File: src/rtl/add_sub_seq_if.sv
// Operand/result bundle for the digit-serial adder/subtractor.
// Latency: n/a (wiring only).
// Backpressure: in_valid/in_ready on the operand side, out_valid/out_ready on the result side.
interface add_sub_seq_if #(
    parameter int WIDTH = 8
);
    logic             in_valid;
    logic             in_ready;
    logic [WIDTH-1:0] a;
    logic [WIDTH-1:0] b;
    logic             sub_mode;
    logic             out_valid;
    logic             out_ready;
    logic [WIDTH-1:0] res;
    logic             carry;
    logic             overflow;

    // Producer/consumer side: drives operands and result acceptance.
    modport master (
        output in_valid, a, b, sub_mode, out_ready,
        input  in_ready, out_valid, res, carry, overflow
    );

    // Arithmetic block side.
    modport slave (
        input  in_valid, a, b, sub_mode, out_ready,
        output in_ready, out_valid, res, carry, overflow
    );
endinterface

File: src/rtl/add_sub_seq.sv
// Digit-serial add/subtract: DIGIT bits per cycle, LSB slice first; optional signed saturation (ADD_SUB_SEQ_SAT_EN).
// Latency: WIDTH/DIGIT cycles from the accepting edge to out_valid.
// Backpressure: in_ready only in IDLE; the result is held in DONE until out_valid && out_ready.
module add_sub_seq #(
    parameter int WIDTH = 8,
    parameter int DIGIT = 1
) (
    input  logic           clk,
    input  logic           rst,
    add_sub_seq_if.slave   bus
);

    localparam int NSL   = WIDTH / DIGIT;
    localparam int CNT_W = (NSL > 1) ? $clog2(NSL) : 1;

    // Reject parameter combinations the slicing cannot represent.
    generate
        if (WIDTH < 2 || DIGIT < 1 || DIGIT > WIDTH || (WIDTH % DIGIT) != 0) begin : g_bad_param
            $error("add_sub_seq: illegal WIDTH/DIGIT combination");
        end
    endgenerate

    typedef enum logic [1:0] {
        IDLE = 2'd0,
        RUN  = 2'd1,
        DONE = 2'd2
    } state_t;

    state_t             state_q;
    state_t             state_d;

    // Captured operation; operands are frozen here so the bus may change freely after accept.
    logic [WIDTH-1:0]   a_q;
    logic [WIDTH-1:0]   b_q;
    logic               mode_q;

    // Running carry between slices and the slice index being processed.
    logic               cy_q;
    logic [CNT_W-1:0]   cnt_q;

    // Result registers presented on the bus.
    logic [WIDTH-1:0]   res_q;
    logic [WIDTH-1:0]   res_d;
    logic               carry_q;
    logic               ovf_q;

    // Current-slice datapath.
    logic [DIGIT-1:0]   a_sl;
    logic [DIGIT-1:0]   b_sl;
    logic [DIGIT-1:0]   b_x;
    logic [DIGIT-1:0]   sum_sl;
    logic [DIGIT:0]     c_chain;
    logic               ovf_d;

    logic               last_sl;
    logic               accept;
    logic               in_ready_c;
    logic               out_valid_c;

    assign last_sl = (cnt_q == CNT_W'(NSL - 1));
    assign accept  = (state_q == IDLE) && bus.in_valid;

    // State register; reset wins over every other input.
    always_ff @(posedge clk) begin
        if (rst) begin
            state_q <= IDLE;
        end else begin
            state_q <= state_d;
        end
    end

    // Next-state and handshake outputs decoded from the current state.
    always_comb begin
        state_d     = state_q;
        in_ready_c  = 1'b0;
        out_valid_c = 1'b0;
        case (state_q)
            IDLE: begin
                in_ready_c = 1'b1;
                if (bus.in_valid) begin
                    state_d = RUN;
                end
            end
            RUN: begin
                if (last_sl) begin
                    state_d = DONE;
                end
            end
            DONE: begin
                out_valid_c = 1'b1;
                if (bus.out_ready) begin
                    state_d = IDLE;
                end
            end
            default: begin
                state_d = IDLE;
            end
        endcase
    end

    assign bus.in_ready  = in_ready_c;
    assign bus.out_valid = out_valid_c;
    assign bus.res       = res_q;
    assign bus.carry     = carry_q;
    assign bus.overflow  = ovf_q;

    // Select the operand slices addressed by the digit counter.
    always_comb begin
        a_sl = '0;
        b_sl = '0;
        for (int s = 0; s < NSL; s++) begin
            if (cnt_q == CNT_W'(s)) begin
                a_sl = a_q[s*DIGIT +: DIGIT];
                b_sl = b_q[s*DIGIT +: DIGIT];
            end
        end
    end

    // Subtraction is a + ~b + 1: invert b here, the +1 comes from the initial carry-in.
    assign b_x = b_sl ^ {DIGIT{mode_q}};

    // Bit-level ripple inside the slice so the carry into the MSB is available for overflow.
    always_comb begin
        c_chain    = '0;
        sum_sl     = '0;
        c_chain[0] = cy_q;
        for (int i = 0; i < DIGIT; i++) begin
            sum_sl[i]    = a_sl[i] ^ b_x[i] ^ c_chain[i];
            c_chain[i+1] = (a_sl[i] & b_x[i]) | (a_sl[i] & c_chain[i]) | (b_x[i] & c_chain[i]);
        end
    end

    // Only meaningful on the last slice, where bit DIGIT-1 is the operand MSB.
    assign ovf_d = c_chain[DIGIT] ^ c_chain[DIGIT-1];

    // Merge the slice sum into the result; clamp on signed overflow when saturation is built in.
    always_comb begin
        res_d = res_q;
        for (int s = 0; s < NSL; s++) begin
            if (cnt_q == CNT_W'(s)) begin
                res_d[s*DIGIT +: DIGIT] = sum_sl;
            end
        end
`ifdef ADD_SUB_SEQ_SAT_EN
        if (last_sl && ovf_d) begin
            // Both operands (after inversion) share a's sign when overflow occurs, so a's MSB picks the rail.
            res_d = a_q[WIDTH-1] ? {1'b1, {(WIDTH-1){1'b0}}} : {1'b0, {(WIDTH-1){1'b1}}};
        end
`endif
    end

    // Operand capture on accept, one slice per RUN cycle, flags latched on the last slice.
    always_ff @(posedge clk) begin
        if (rst) begin
            a_q     <= '0;
            b_q     <= '0;
            mode_q  <= 1'b0;
            cy_q    <= 1'b0;
            cnt_q   <= '0;
            res_q   <= '0;
            carry_q <= 1'b0;
            ovf_q   <= 1'b0;
        end else if (accept) begin
            a_q     <= bus.a;
            b_q     <= bus.b;
            mode_q  <= bus.sub_mode;
            cy_q    <= bus.sub_mode;
            cnt_q   <= '0;
            res_q   <= '0;
            carry_q <= 1'b0;
            ovf_q   <= 1'b0;
        end else if (state_q == RUN) begin
            res_q <= res_d;
            cy_q  <= c_chain[DIGIT];
            cnt_q <= cnt_q + CNT_W'(1);
            if (last_sl) begin
                carry_q <= c_chain[DIGIT];
                ovf_q   <= ovf_d;
            end
        end
    end

endmodule

File: src/flat_wrapper.sv
// flat-port wrapper written by rule: the top's interface ports become plain ports
module add_sub_seq_flat 
#(
    parameter int WIDTH = 8,
    parameter int DIGIT = 1
)
  (clk, rst, bus_in_valid, bus_a, bus_b, bus_sub_mode, bus_out_ready, bus_in_ready, bus_out_valid, bus_res, bus_carry, bus_overflow);
  add_sub_seq_if #(.WIDTH(WIDTH)) bus_i ();
  input  logic clk;
  input  logic rst;
  input wire logic [$bits(bus_i.in_valid)-1:0] bus_in_valid;
  input wire logic [$bits(bus_i.a)-1:0] bus_a;
  input wire logic [$bits(bus_i.b)-1:0] bus_b;
  input wire logic [$bits(bus_i.sub_mode)-1:0] bus_sub_mode;
  input wire logic [$bits(bus_i.out_ready)-1:0] bus_out_ready;
  output wire logic [$bits(bus_i.in_ready)-1:0] bus_in_ready;
  output wire logic [$bits(bus_i.out_valid)-1:0] bus_out_valid;
  output wire logic [$bits(bus_i.res)-1:0] bus_res;
  output wire logic [$bits(bus_i.carry)-1:0] bus_carry;
  output wire logic [$bits(bus_i.overflow)-1:0] bus_overflow;
  assign bus_i.in_valid = bus_in_valid;
  assign bus_i.a = bus_a;
  assign bus_i.b = bus_b;
  assign bus_i.sub_mode = bus_sub_mode;
  assign bus_i.out_ready = bus_out_ready;
  assign bus_in_ready = bus_i.in_ready;
  assign bus_out_valid = bus_i.out_valid;
  assign bus_res = bus_i.res;
  assign bus_carry = bus_i.carry;
  assign bus_overflow = bus_i.overflow;
  add_sub_seq #(.WIDTH(WIDTH), .DIGIT(DIGIT)) u_core (.clk(clk), .rst(rst), .bus(bus_i));
endmodule
File: config.mk
export PLATFORM = sky130hd
export DESIGN_NAME = add_sub_seq_flat
export DESIGN_NICKNAME = d
export VERILOG_FILES = /design/src/rtl/add_sub_seq_if.sv /design/src/rtl/add_sub_seq.sv /design/src/flat_wrapper.sv
export SDC_FILE = /design/constraint.sdc
export NUM_CORES = 1
export LEC_CHECK = 0
export ABC_AREA = 1
export CAP_MARGIN = 20
export CELL_PAD_IN_SITES_DETAIL_PLACEMENT = 2
export CELL_PAD_IN_SITES_GLOBAL_PLACEMENT = 2
export CORE_ASPECT_RATIO = 0.7
export CORE_MARGIN = 4
export CORE_UTILIZATION = 27
export DETAILED_ROUTE_END_ITERATION = 10
export PLACE_DENSITY = 0.82
export SKIP_LAST_GASP = 1
export SYNTH_ARGS = -nofsm -noshare
export SYNTH_HDL_FRONTEND = slang
export SYNTH_SLANG_ARGS = --single-unit
File: constraint.sdc
create_clock -name clk -period 2.9 [get_ports clk]
set_input_delay 0.58 -clock clk [delete_from_list [all_inputs] [get_ports clk]]
set_output_delay 0.58 -clock clk [all_outputs]
set_load 0.02 [all_outputs]
==> impl_metrics.ini, run 1 <==
[cells_and_area]
final_util_pct = 37.8
drive_gt1_share_pct = 7.94
multi_input_area_um2 = 768
fill_cells = 652
final_cells = 324
syn_to_final_growth_pct = 32.0
regArea_um2 = 661
finalNetCount = 279
design_area_mm2 = 0.00204
n_antenna_cell = 0

[status]
outcome = completed

[logic_synthesis]
syn_area_per_cell_um2 = 7.06
yosysWarningCount = 0
synth_top_area_share_pct = 42.7
ys_seq_area_share_pct = 42.7
synth_edf_count = 0
ys.flop_type = dfxtp_1
ys_ff_latch = 33
synthArstFlopShare_pct = 0
syn-num-nets = 247
yosys-top-cells-area = dfxtp_1 43%, nand2_1 10%, nor2_1 9.7%
syn-cell-area_mm2 = 0.00155
syn_inst = 219
synth_top_cell_by_area = dfxtp_1
ys_types = 23

[flow_run]
drv_cap = 0

[hold_path]
min_path_type = register to register
min_to = u_core.b_q[0]$_SDFFE_PP0P_
min-delay-start = u_core.b_q[0]$_SDFFE_PP0P_
hold_depth = 2

[setup_path]
critical-path-slowest-cell = fa_2
crit_type = register to register
required_ns = 3.07
crit_path_start_kind = register
cp.arrival_ns = 2.82
max_stage_delay_ns = 0.54
cp-end-kind = register
cp_num_buf_inv = 2
critPathLaunch = u_core.cnt_q[0]$_SDFFE_PP0P_
r2r_cells = 17
worstPathMaxFanout = 8
r2r_slack_ns = 0.25
crit_top_cell = nand2_1
critPathTopFamily = adder cells
r2r-end = u_core.bus.res[0]$_SDFFE_PP0P_
r2r_start = u_core.cnt_q[0]$_SDFFE_PP0P_
cp_cell_sequence = ha_1, ha_2, inv_1, nand2_1, inv_1, nand2_1, nand2_1, nand2_1, nand2_1, nand2_1, nand2_2, nand2_1, nand2_1, nand2_1, fa_2, nor4_2, nor3_1

[floorplanning]
die_w_um = 98.5
die_area_mm2 = 0.00702
start_util_pct = 28.7
die_height_um = 71.3
core-area_mm2 = 0.00540
ios = 33
rows = 22

[timing]
period_minus_slack_ns = 2.65
drv_slew = 0
fmax_mhz = 378
hold_viol = 0
setup_ws_ns = 0.252
finalClockSkew_ns = 0.00513
finalCritPeriodShare_pct = 91.3
tightest_slew_ns = 0.481
finalSetupTns_ns = 0
whs_ns = 0.460
setup_viol = 0
slew_headroom_pct = 67.9

[route]
detail_route.wl_per_cell_um = 14.7
via_per_inst = 4.66
ant_nets = 0
vias = 1510
finalWirelength_mm = 4.77
drt-initial-drc-count = 28
route.detailed.drc = 0
firstDrtPassIters = 4

[placement]
placed_cell_area_mm2 = 0.00192
pre_cts_slack_ns = 0.142
hpwl_mm = 3.55
placedCellCount = 316
gp_congestion = 0.775
io_buffers = 32

[grt]
grt_max_degree = 21
antenna_found_initial = 0
grt_overflow_total = 0
grt_use_total_pct = 14.6
grt_pass1_wl_mm = 8.22
grt_pass1_vias = 1678

[power_and_ir_drop]
power_density_mw_per_mm2 = 514
vdd_drop_max_mv = 0.148
total_power_mw = 1.05
p_leak_nw = 0.840

[cts]
clockRootBuffer = clkbuf_8
cts_resized = 0
cts.path.max_buffers = 2
h-tree-depth = 2
clock_latency_ns = 0.29
clock-sinks = 33
clkSlewWorstSetupHoldPaths_ns = 0.07
cts_hold_buf = 0
cts_setup_buffers = 0
cts_made_buffers = 5
cts_tree = done
## flip-flops by register name, summed over array words and instances (netlist names)
name	count
u_core.mode_q	1
u_core.bus.overflow	1
u_core.state_q	2
u_core.cy_q	1
u_core.a_q	8
u_core.bus.carry	1
u_core.bus.res	8
u_core.cnt_q	3
u_core.b_q	8
## Yosys cell counts (all sizes together) (2+ instances only)
library cell / count
inv: 23
buf: 5
o21ai: 24
nand4: 2
nor4: 2
a21oi: 16
dfxtp: 33
nor2: 41
nor3: 2
nand3: 11
a31oi: 2
nand2: 44
ha: 6
clkbuf: 4
## final cells by class
cell class	count	share of cell area, %
multi-input cells	154	37.6
clock inverters	1	0.245
well taps	72	4.41
inverters	23	4.23
repair buffers	34	16.4
flip-flops and latches	33	32.4
clock buffers	7	4.72
## cells in the final DEF (no fill, tap or decap), drive strengths merged, types with 6 or more instances in the layout
| master | instances |
|---|---|
| clkbuf | 7 |
| nand2 | 44 |
| inv | 23 |
| clkdlybuf4s50 | 32 |
| o21ai | 24 |
| a21oi | 16 |
| nor2 | 41 |
| dfxtp | 33 |
| ha | 6 |
| nand3 | 11 |
## worst min-delay path, delay by kind of cell (launching register included)
kind	cells	cell delay (ns)
compound gates	1	0.06
buf+inv	1	0.06
flops	1	0.30
## cell families (layout without fill, tap and decap cells)
kind of cell	Yosys count	after routing	share of synthesized area, %
compound gates	43	43	14.2
xor+xnor	1	1	0.566
fa+ha+maj	7	7	6.15
buf+inv	32	65	8.90
flops	33	33	42.7
simple gates	103	103	27.5
## layer usage
metal  vias to the layer above  wire length (um)  track usage, %
met3                         8               217            3.89
met4                         0                57            4.55
li1                        761                 -               -
met2                        27              2260            24.2
met1                       714              2230            18.6
met5                         -                 0               0
## worst max path at each step
stage                     depth (start not counted)  slack [ns]                             end
after floorplan                                  18        0.55  u_core.bus.res[0]$_SDFFE_PP0P_
after global placement                           17        0.25  u_core.bus.res[0]$_SDFFE_PP0P_
after detailed placement                         17        0.14  u_core.bus.res[0]$_SDFFE_PP0P_
after CTS                                        18        0.09  u_core.bus.res[0]$_SDFFE_PP0P_
after global routing                             17      -0.009  u_core.bus.res[0]$_SDFFE_PP0P_
final                                            17        0.25  u_core.bus.res[0]$_SDFFE_PP0P_
## report_power, final
part           switching [mW]  internal, mW
registers              0.0148         0.477
logic                  0.0939        0.0675
clock network           0.182         0.215
Note: power is estimated with default switching activity, not from simulation.
==> run 2, diff against run 1 <==
- GPL_TIMING_DRIVEN: unset -> 1
- SETUP_SLACK_MARGIN: unset -> 0.1
- TNS_END_PERCENT: unset -> 1
==> run 2 against run 1 <==
Net effect: fmax rose by 0.19%; highest routed layer unchanged; combinational power barely moved; routed wire length rose by 0.52%; critical endpoint unchanged.
==> impl_metrics.ini, run 2 (synthesis results as in run 1) <==
[power_and_ir_drop]
power_density_mw_per_mm2 = 512
p_seq_share_pct = 46.7
power.internal_uw = 761
vdd_drop_max_mv = 0.151
p_comb_share_pct = 15.5
p_sw_uw = 294
clkPwrFrac_pct = 37.8
p_leak_nw = 0.843
swShare_pct = 27.8
total_power_mw = 1.05

[placement]
io_buffers = 32
hpwl_mm = 3.55
gp_congestion = 0.775
pre_cts_slack_ns = 0.142

[timing]
fmax_mhz = 378
finalSetupTns_ns = 0
tightest_slew_ns = 0.501
finalCritPeriodShare_pct = 91.1
slew_headroom_pct = 66.5
setup_ws_ns = 0.257
setup_viol = 0
hold_viol = 0
whs_ns = 0.462
finalClockSkew_ns = 0.00427
rsz0062_at_grt = true
drv_slew = 0
period_minus_slack_ns = 2.64

[cells_and_area]
syn_to_final_growth_pct = 33.1
fill_cells = 650
drive_gt1_share_pct = 9.13
final_common_cell = nand2_1
finalNetCount = 279
mostFrequentLayoutCells = 43 x nand2_1, 40 x nor2_1, 32 x clkdlybuf4s50_1
n_antenna_cell = 0

[flow_run]
drv_cap = 0

[cts]
h-tree-depth = 2
cts_made_buffers = 5
clkSlewWorstSetupHoldPaths_ns = 0.07
clock-sinks = 33
cts.path.max_buffers = 2
clockRootBuffer = clkbuf_8
cts_tree = done
cts_hold_buf = 0
clock_latency_ns = 0.29

[hold_path]
hold_depth = 2
min_path_type = register to register

[setup_path]
crit_path_start_kind = register
cp.arrival_ns = 2.81
r2r_cells = 13
crit_type = register to register
cp-end-kind = register
required_ns = 3.07
worstPathMaxFanout = 8

[floorplanning]
die_height_um = 71.3
ios = 33
start_util_pct = 28.7
core-area_mm2 = 0.00540
die_area_mm2 = 0.00702
rows = 22
die_w_um = 98.5

[grt]
antenna_found_initial = 0
grt_overflow_total = 0
grt_max_degree = 21
grt_pass1_wl_mm = 8.23
grt_use_total_pct = 14.6
grt_pass1_vias = 1678

[route]
vias = 1517
drt-initial-drc-count = 21
firstDrtPassIters = 3
route.detailed.drc = 0
detail_route.wl_per_cell_um = 14.8
via_per_inst = 4.68
finalWirelength_mm = 4.79
ant_nets = 0

[status]
outcome = completed
-- run 2: cell counts in the layout (fill, tap and decap cells not counted) --
No cell type changed its count.
-- run 2: repair_timing --
| item | in CTS | in global routing |
|---|---|---|
| pin swaps | 0 | 1 |
| buffers inserted | 0 | 0 |
| setup endpoints to repair | 1 | 8 |
| resized for setup | 1 | 8 |
-- run 2: per-stage QoR --
stage / instances / util, % / instance area, um2
detailed placement: 316 / 35.6 / 1920
global placement: 316 / 35.6 / 1920
finish: 324 / 38.1 / 2060
CTS: 324 / 37.5 / 2020
floorplan: 219 / - / 1550
global route: 324 / 38.1 / 2060
-- run 2: critical path: stages, from the launching register on --
cell and delay, ns:
dfxtp_2 0.34, inv_1 0.11, ha_1 0.27, inv_1 0.11, nor2_1 0.14, nand2_1 0.09, a31oi_1 0.23, o21ai_0 0.13
nand3_1 0.08, nand2_1 0.05, nand2_1 0.07, fa_2 0.53, nor4_2 0.30, nor3_1 0.07
-- run 2: routing by layer --
| metal | track usage [%] | vias to the layer above | wire [um] |
|---|---|---|---|
| met5 | 0 | - | 0 |
| met4 | 4.55 | 0 | 62 |
| met3 | 3.89 | 8 | 216 |
| met2 | 24.2 | 28 | 2220 |
| met1 | 18.7 | 721 | 2290 |
| li1 | - | 760 | - |
-- run 2: area by class of cell --
cell class | instances | area, um2 | area share, %
flip-flops and latches | 33 | 663 | 32.2
repair buffers | 34 | 335 | 16.3
clock inverters | 1 | 5.00 | 0.243
multi-input cells | 154 | 782 | 38.0
clock buffers | 7 | 96.3 | 4.68
well taps | 72 | 90.1 | 4.38
inverters | 23 | 86.3 | 4.19
-- run 2: worst paths after layout --
check | from | slack, ns | endpoint
max reg2reg | u_core.cnt_q[1]$_SDFFE_PP0P_ | 0.26 | u_core.bus.res[0]$_SDFFE_PP0P_
min reg2reg | u_core.b_q[0]$_SDFFE_PP0P_ | 0.46 | u_core.b_q[0]$_SDFFE_PP0P_
max | u_core.cnt_q[1]$_SDFFE_PP0P_ | 0.26 | u_core.bus.res[0]$_SDFFE_PP0P_
min | u_core.b_q[0]$_SDFFE_PP0P_ | 0.46 | u_core.b_q[0]$_SDFFE_PP0P_
-- run 2: power by group through the flow --
| stage | clock, mW | combinational [mW] | sequential, mW |
|---|---|---|---|
| 2_1_floorplan | 0 | 0.0942 | 0.499 |
| 3_3_place_gp | 0 | 0.150 | 0.502 |
| 3_5_place_dp | 0 | 0.155 | 0.503 |
| 4_1_cts | 0.407 | 0.160 | 0.493 |
| 5_1_grt | 0.428 | 0.187 | 0.495 |
| 6_report | 0.399 | 0.163 | 0.492 |
==> run 3, diff against run 2 <==
- REMOVE_ABC_BUFFERS: unset -> 1
==> run 3 against run 2 <==
Net effect: via count about the same; worst setup slack improved by 0.045 ns; critical path depth increased by 4; final cell count unchanged; register-to-register slack improved by 0.05 ns; non-clock buffer count increased by 1; sequential share of layout area decreased by 0.12 points; largest cell class unchanged; largest power group unchanged; highest routed layer unchanged.
==> impl_metrics.ini, run 3 (synthesis results as in run 1) <==
[cells_and_area]
fill_cells = 655
n_antenna_cell = 0
mostFrequentLayoutCells = 43 x nand2_1, 40 x nor2_1, 32 x clkdlybuf4s50_1
drive_gt1_share_pct = 10.3
design_area_mm2 = 0.00207
finalNetCount = 280
final_util_pct = 38.3
final_common_cell = nand2_1
syn_to_final_growth_pct = 33.6
multi_input_area_um2 = 797
regArea_um2 = 663

[floorplanning]
rows = 22
die_area_mm2 = 0.00702
die_w_um = 98.5
ios = 33
die_height_um = 71.3
start_util_pct = 28.7
core-area_mm2 = 0.00540

[route]
drt-initial-drc-count = 24
vias = 1516
route.detailed.drc = 0
via_per_inst = 4.68
firstDrtPassIters = 3
ant_nets = 0
detail_route.wl_per_cell_um = 15.5
finalWirelength_mm = 5.01

[power_and_ir_drop]
p_seq_share_pct = 48.9
power.internal_uw = 736
clkPwrFrac_pct = 34.5
total_power_mw = 1.01
swShare_pct = 27.2
p_sw_uw = 274
p_leak_nw = 0.838
p_comb_share_pct = 16.6
power_density_mw_per_mm2 = 489
vdd_drop_max_mv = 0.179

[timing]
rsz0062_at_grt = false
finalSetupTns_ns = 0
slew_headroom_pct = 63.1
fmax_mhz = 385
tightest_slew_ns = 0.551
finalClockSkew_ns = 0.00517
finalCritPeriodShare_pct = 89.6
hold_viol = 0
drv_slew = 0
period_minus_slack_ns = 2.60
setup_viol = 0
whs_ns = 0.471

[cts]
clockRootBuffer = clkbuf_8
cts.path.max_buffers = 2
cts_resized = 0
cts_setup_buffers = 0
cts_made_buffers = 5
cts_tree = done
h-tree-depth = 2
clock_latency_ns = 0.28
cts_hold_buf = 0
clock-sinks = 33
clkSlewWorstSetupHoldPaths_ns = 0.07

[setup_path]
critical-path-slowest-cell = fa_2
cp-end-kind = register
worstPathMaxFanout = 8
crit_top_cell = nand2_1
required_ns = 3.11
crit_type = register to register
r2r_slack_ns = 0.30
cp_num_buf_inv = 2
cp_cell_sequence = ha_1, ha_4, inv_2, nand2_1, inv_1, nand2_1, nand2_1, nand2_1, nand2_1, nand2_1, nand2_2, nand2_1, nand2_1, nand2_1, fa_2, nand4_1, a21oi_1
max_stage_delay_ns = 0.68
cp.arrival_ns = 2.81
crit_path_start_kind = register
critPathTopFamily = adder cells

[grt]
grt_use_total_pct = 14.9
grt_pass1_vias = 1616
grt_max_degree = 21
grt_pass1_wl_mm = 8.34
grt_overflow_total = 0
antenna_found_initial = 0

[placement]
hpwl_mm = 3.70
io_buffers = 32
placed_cell_area_mm2 = 0.00193
gp_congestion = 0.852

[hold_path]
min_path_type = register to register

[status]
outcome = completed

[flow_run]
drv_cap = 0
[run 3: per-stage QoR]
stage,setup slack [ns],instances
CTS,0.145,324
global route,0.0820,324
global placement,0.211,317
floorplan,0.414,210
detailed placement,0.169,317
finish,0.303,324
[run 3: final cells by class]
type,instances,share of cell area [%]
Multi-Input combinational cell,154,38.6
Sequential cell,33,32.1
Tap cell,72,4.36
Timing Repair Buffer,35,16.6
Clock buffer,7,4.18
Inverter,23,4.18
[run 3: power groups by stage]
stage	sequential (mW)	clock, mW	combinational [mW]
after detailed placement	0.503	0	0.161
after global placement	0.502	0	0.155
final	0.494	0.349	0.168
after CTS	0.493	0.362	0.162
after floorplan	0.499	0	0.0881
after global routing	0.496	0.385	0.189
[run 3: final timing paths]
| path | from | to | depth (start not counted) |
|---|---|---|---|
| worst max-delay path | u_core.cnt_q[0]$_SDFFE_PP0P_ | u_core.bus.res[4]$_SDFFE_PP0P_ | 17 |
| worst min-delay path | u_core.bus.carry$_SDFFE_PP0P_ | u_core.bus.carry$_SDFFE_PP0P_ | 2 |
| worst max register to register | u_core.cnt_q[0]$_SDFFE_PP0P_ | u_core.bus.res[4]$_SDFFE_PP0P_ | 17 |
| worst min register to register | u_core.bus.carry$_SDFFE_PP0P_ | u_core.bus.carry$_SDFFE_PP0P_ | 2 |
[run 3: worst min-delay path, stage by stage (launching register included)]
cell and delay [ns]:
dfxtp_1 0.31, nand2_1 0.06, a21oi_1 0.06
[run 3: metal layers]
layer,track usage (%),vias to the layer above,part of all wire [%]
met2,22.8,24,44
met3,3.79,5,4.1
met5,0,-,0
li1,-,766,-
met4,4.09,0,0.72
met1,20.8,721,51
